--- config.mk ---
export PLATFORM = sky130hd
export DESIGN_NAME = pipe_stall_ctrl
export DESIGN_NICKNAME = d
export VERILOG_FILES = /design/src/rtl/pipe_stall_ctrl.sv
export SDC_FILE = /design/constraint.sdc
export NUM_CORES = 1
export LEC_CHECK = 0
export CAP_MARGIN = 20
export CELL_PAD_IN_SITES_DETAIL_PLACEMENT = 1
export CELL_PAD_IN_SITES_GLOBAL_PLACEMENT = 2
export CORE_AREA = 2 2 153 155
export CTS_CLUSTER_SIZE = 16
export DETAILED_ROUTE_END_ITERATION = 16
export DIE_AREA = 0 0 155 157
export PLACE_DENSITY_LB_ADDON = 0.1
export SYNTH_ARGS = -nofsm -noshare
export SYNTH_HDL_FRONTEND = slang
export SYNTH_SLANG_ARGS = --single-unit
--- constraint.sdc ---
create_clock -name clk -period 3 [get_ports clk]
set_input_delay 0.3 -clock clk [delete_from_list [all_inputs] [get_ports clk]]
set_output_delay 0.3 -clock clk [all_outputs]
set_load 0.01 [all_outputs]
--- src/rtl/pipe_stall_ctrl.sv ---
// pipe_stall_ctrl
//   Stall/flush controller for the in-order CPU pipeline. Register 0 is the
//   PC and register NSTAGE-1 is the last inter-stage register. It turns
//   per-stage stall requests and a branch/exception flush request into
//   per-register hold, bubble and flush controls plus a PC redirect strobe.
//   A flush that arrives while the pipeline is frozen (rdy=0) is latched and
//   applied on the first ready cycle. Each register also has a saturating
//   stall-cycle counter that can be read back.
//
// Ports
//   clk           in   system clock, all state on the rising edge
//   rst           in   asynchronous active-low reset
//   rdy           in   global ready, 0 freezes the whole pipeline
//   stall_req     in   [NSTAGE] bit i: the stage feeding register i cannot advance
//   flush_valid   in   flush request this cycle
//   flush_stage   in   [SW] oldest register to kill (registers 0..flush_stage)
//   hold          out  [NSTAGE] register i keeps its value
//   bubble        out  [NSTAGE] register i loads a NOP
//   flush         out  [NSTAGE] register i is cleared by a flush kill
//   redirect      out  PC takes the branch/trap target this cycle
//   flush_pending out  a flush is latched and waiting for rdy
//   cnt_clr       in   synchronous clear of all stall counters
//   cnt_sel       in   [SW] stall counter select
//   cnt_value     out  [CNT_W] selected counter, 0 when cnt_sel is out of range

module pipe_stall_ctrl #(
    parameter  int NSTAGE = 5,
    parameter  int CNT_W  = 16,
    localparam int SW     = $clog2(NSTAGE)
) (
    input  logic              clk,
    input  logic              rst,
    input  logic              rdy,
    input  logic [NSTAGE-1:0] stall_req,
    input  logic              flush_valid,
    input  logic [SW-1:0]     flush_stage,
    output logic [NSTAGE-1:0] hold,
    output logic [NSTAGE-1:0] bubble,
    output logic [NSTAGE-1:0] flush,
    output logic              redirect,
    output logic              flush_pending,
    input  logic              cnt_clr,
    input  logic [SW-1:0]     cnt_sel,
    output logic [CNT_W-1:0]  cnt_value
);

    typedef enum logic {
        IDLE = 1'b0,
        PEND = 1'b1
    } state_t;

    state_t            state;
    logic [SW-1:0]     pstage;
    logic [SW-1:0]     fs_clamped;
    logic [SW-1:0]     flush_sel;
    logic              apply;
    logic [NSTAGE-1:0] base_hold;
    logic [NSTAGE-1:0] base_bubble;
    logic [NSTAGE-1:0] flush_mask;
    logic [CNT_W-1:0]  cnt [NSTAGE];

    // Out-of-range flush stages kill the whole pipeline.
    always_comb begin
        fs_clamped = flush_stage;
        if (int'(flush_stage) >= NSTAGE) begin
            fs_clamped = SW'(NSTAGE - 1);
        end
    end

    // A stall propagates backwards: register i holds if any younger-side
    // stage from i upward stalls, or the whole pipe is frozen.
    always_comb begin
        logic acc;
        acc = !rdy;
        base_hold = '0;
        for (int i = NSTAGE - 1; i >= 0; i--) begin
            acc = acc | stall_req[i];
            base_hold[i] = acc;
        end
    end

    // A register gets a bubble when the one behind it holds but it does not.
    always_comb begin
        base_bubble = '0;
        for (int i = 1; i < NSTAGE; i++) begin
            base_bubble[i] = base_hold[i-1] & !base_hold[i];
        end
    end

    // The flush reaching the furthest (oldest) register wins between a
    // latched flush and a new request.
    always_comb begin
        apply = rst && rdy && (flush_valid || (state == PEND));
        flush_sel = '0;
        if (state == PEND) begin
            flush_sel = pstage;
        end
        if (flush_valid && (fs_clamped > flush_sel)) begin
            flush_sel = fs_clamped;
        end
        flush_mask = '0;
        for (int i = 0; i < NSTAGE; i++) begin
            flush_mask[i] = apply && (SW'(i) <= flush_sel);
        end
    end

    // While in reset the pipeline is held frozen with no kills or redirects.
    always_comb begin
        hold          = '1;
        bubble        = '0;
        flush         = '0;
        redirect      = 1'b0;
        flush_pending = (state == PEND);
        if (rst) begin
            hold     = base_hold & ~flush_mask;
            bubble   = base_bubble & ~flush_mask;
            flush    = flush_mask;
            redirect = apply;
        end
    end

    // Pending-flush FSM: carries a flush across frozen cycles and merges
    // further requests so the oldest kill point survives.
    always_ff @(posedge clk or negedge rst) begin
        if (!rst) begin
            state  <= IDLE;
            pstage <= '0;
        end else begin
            case (state)
                IDLE: begin
                    if (flush_valid && !rdy) begin
                        state  <= PEND;
                        pstage <= fs_clamped;
                    end
                end
                PEND: begin
                    if (rdy) begin
                        state <= IDLE;
                    end else if (flush_valid && (fs_clamped > pstage)) begin
                        pstage <= fs_clamped;
                    end
                end
                default: begin
                    state <= IDLE;
                end
            endcase
        end
    end

    // Stall-cycle counters count real hold cycles only: frozen cycles and
    // flushed registers do not count. They stick at all-ones.
    always_ff @(posedge clk or negedge rst) begin
        if (!rst) begin
            for (int i = 0; i < NSTAGE; i++) begin
                cnt[i] <= '0;
            end
        end else begin
            for (int i = 0; i < NSTAGE; i++) begin
                if (cnt_clr) begin
                    cnt[i] <= '0;
                end else if (rdy && base_hold[i] && !flush_mask[i] && (cnt[i] != '1)) begin
                    cnt[i] <= cnt[i] + CNT_W'(1);
                end
            end
        end
    end

    // Counter read mux, zero for selects beyond the last register.
    always_comb begin
        cnt_value = '0;
        for (int i = 0; i < NSTAGE; i++) begin
            if (cnt_sel == SW'(i)) begin
                cnt_value = cnt[i];
            end
        end
    end

endmodule

==> qor.txt <==
Cell Area, Placed - 6710 um2
core area - 22,500 um2
Reg2Reg Depth - 11
fin nets - 752
Mapped Nets - 676
Worst EP arrival - 2620 ps
Worst Setup SP - flush_stage[2]
final hold vios - 0
DRT Pass-1 Iters - 4
worst-path fanout max - 10
Post-Route WL - 20,300 um
Yosys top cell area share - 37.5%
final setup skew - 10.0 ps
vias in the first global route - 5,657
switch share - 28.9%
count of cell types in the netlist - 66
Setup WS post-layout - 80.8 ps
Placed Instances - 999
CTS H-tree depth - 3
Synth Register Bits - 84
yosys synthesis warning count - 0
Post-Syn Area - 5610 um2
total grt overflow - 0
First DRT Iteration DRCs - 183
sequential standard cell area - 2100 um2
register area share after synthesis - 37.5%
clock network power share - 41.8%
count of hold buffers inserted by post-cts repair - 0
fill count - 2,635
most frequently used cell type in the post-synthesis netlist - dfrtp_1
max_slew headroom - 38.5%
top_reg_cell synth - dfrtp_1
fin. max-slew vios - 0
Fmax - 343 MHz
vias - 5,327
Tcrit/Tclk final - 97.3%
Pint - 2020 uW
Clock Tree Root - clkbuf_16
layout cell share with drive strength beyond 1 - 16.0%
Max VDD drop - 0.227 mV
vias per inst - 5.23
die height - 157 um
RSZ-0062 raised after global routing - true
Worst-path clk slew - 70 ps
initial antenna violation count - 2
Die Width - 155 um
design area - 7090 um2
row count - 55
Post-Layout Cell Count - 1,018
GP Congestion - 0.827
setup_tns - 0 ps
dominant cell type by area after synthesis - dfrtp_1
DRC errors left - 0
Multi-input gate area - 3370 um2
Synth area leaders - dfrtp_1 37%, nor2_1 5.0%, a21oi_1 4.2%, mux2i_1 3.6%, nand2_1 3.3%
overall power - 2850 uW
Hold WC Path Type - in -> async
post-layout minimum cycle time - 2920 ps
startpoint type of the worst setup path - input port
Buffers on Ports - 47
ys async rst share - 100%
n_diodes - 0
GR Util All Layers - 17.5%
clock sinks - 84
Net Switching - 822 uW
Pleak - 0.00282 uW
total CTS buffers - 9
Seq pwr share - 41.8%
total die area - 24,300 um2
setup slack after placement - -344 ps
Reg-to-Reg End - cnt[52]$_DFFE_PN0P_
# IOs - 49
Worst-Margin Slew - 922 ps
Syn Inst Count - 652
Area growth, synth to finish - 26.3%
Max Cap Viol - 0
Worst R2R Start - pstage[2]$_DFFE_PN0P_
critical path class - in -> out
clock buffer depth - 2
post-DR wirelength/cell - 20.0 um
cell area power density - 401 nW/um2
final setup violating endpoints - 0
initial core utilization - 24.9%
FF-to-FF setup slack - 90 ps
clock insertion delay at the later pin of the skew report - 350 ps
number of flops mapped to enable cells by yosys - 0
CTS tree - done
Commonest cells post-synth - 84 x dfrtp_1, 75 x nor2_1, 49 x nand2_1, 47 x a21oi_1, 34 x o21ai_0
DP Wirelength - 15,200 um
Worst Setup End Kind - primary output
antenna-violating nets left - 0
syn_area_per_cell - 8.60 um2
pin count of the biggest net entering global routing - 64
outcome - completed
Data required, critical path - 2700 ps
global-route wire length before repair - 32,600 um
combinational share of power - 16.4%
[state kept, by name, indices dropped and copies added, names as in the netlist]
name           count
cnt               80
flush_pending      1
pstage             3
[area by class of cell]
cell class | instances | area share, %
sequential | 84 | 29.7
clock buffer | 11 | 3.42
multi-input combinational | 517 | 47.5
clock inverter | 5 | 0.865
timing repair buffer | 102 | 12.7
inverter | 14 | 0.777
tap | 285 | 5.03
[metrics by stage]
| step | util [%] | hold slack [ps] |
|---|---|---|
| finish | 31.5 | 19.2 |
| global route | 31.5 | 44.5 |
| floorplan | - | 4.41 |
| CTS | 31.4 | 37.9 |
| detailed placement | 29.8 | 416 |
| global placement | 29.8 | 415 |
[critical path, cell delays in order]
cell and delay (ps):
clkdlybuf4s50_1 430, buf_4 190, nor3b_1 380, mux2_2 240, a41o_1 170, a221o_1 190
buf_6 150, inv_4 50, nor3_4 210, dlygate4sd2_1 300
[timing repair]
action                                  in CTS  in global routing
endpoints found under the setup margin      12                  9
hold endpoints to repair                     0                  0
pin swaps                                    1                  5
resized for setup                           22                 19
setup buffers                                2                  1
[routing by layer]
| layer | vias up | GRT usage, % | part of all wire, % |
|---|---|---|---|
| li1 | 2539 | - | - |
| met5 | - | 0 | 0.11 |
| met1 | 2705 | 22.7 | 47 |
| met2 | 60 | 29.9 | 49 |
| met4 | 4 | 4.41 | 1.7 |
| met3 | 19 | 3.33 | 2.8 |
[worst max-delay path by stage]
stage | endpoint | cells after the start
final | bubble[2] | 10
after global routing | bubble[2] | 10
after CTS | hold[2] | 10
after detailed placement | hold[3] | 9
after global placement | flush[3] | 8
after floorplan | hold[1] | 10
[cell usage in the layout (no fill, tap or decap), types with 14 or more instances in the layout]
cell type,count
buf_4,51
o21ai_0,32
nor2b_1,17
xor2_1,14
mux2i_1,19
or3_1,20
nand4_1,14
nand3_1,30
nand2_1,49
nor2_1,74
dfrtp_1,84
or4_1,17
clkdlybuf4s50_1,33
o22ai_1,14
a21oi_1,47
[cells by family after synthesis]
group           Yosys count  synth area share (%)
simple gates            289                  27.5
fa+ha+maj                 8                  1.78
flops                    84                  37.5
other cells               1                0.0668
mux                      38                  7.65
xor+xnor                 27                  4.22
buf+inv                  51                  3.99
compound gates          154                  17.3
[power groups by stage]
stage	Combinational (uW)	Sequential (uW)	Clock, uW
after floorplan	231	1200	0
after global placement	436	1210	0
after detailed placement	448	1210	0
after CTS	462	1190	1240
after global routing	515	1190	1280
final	466	1190	1190
Note: power is estimated with default switching activity, not from simulation.
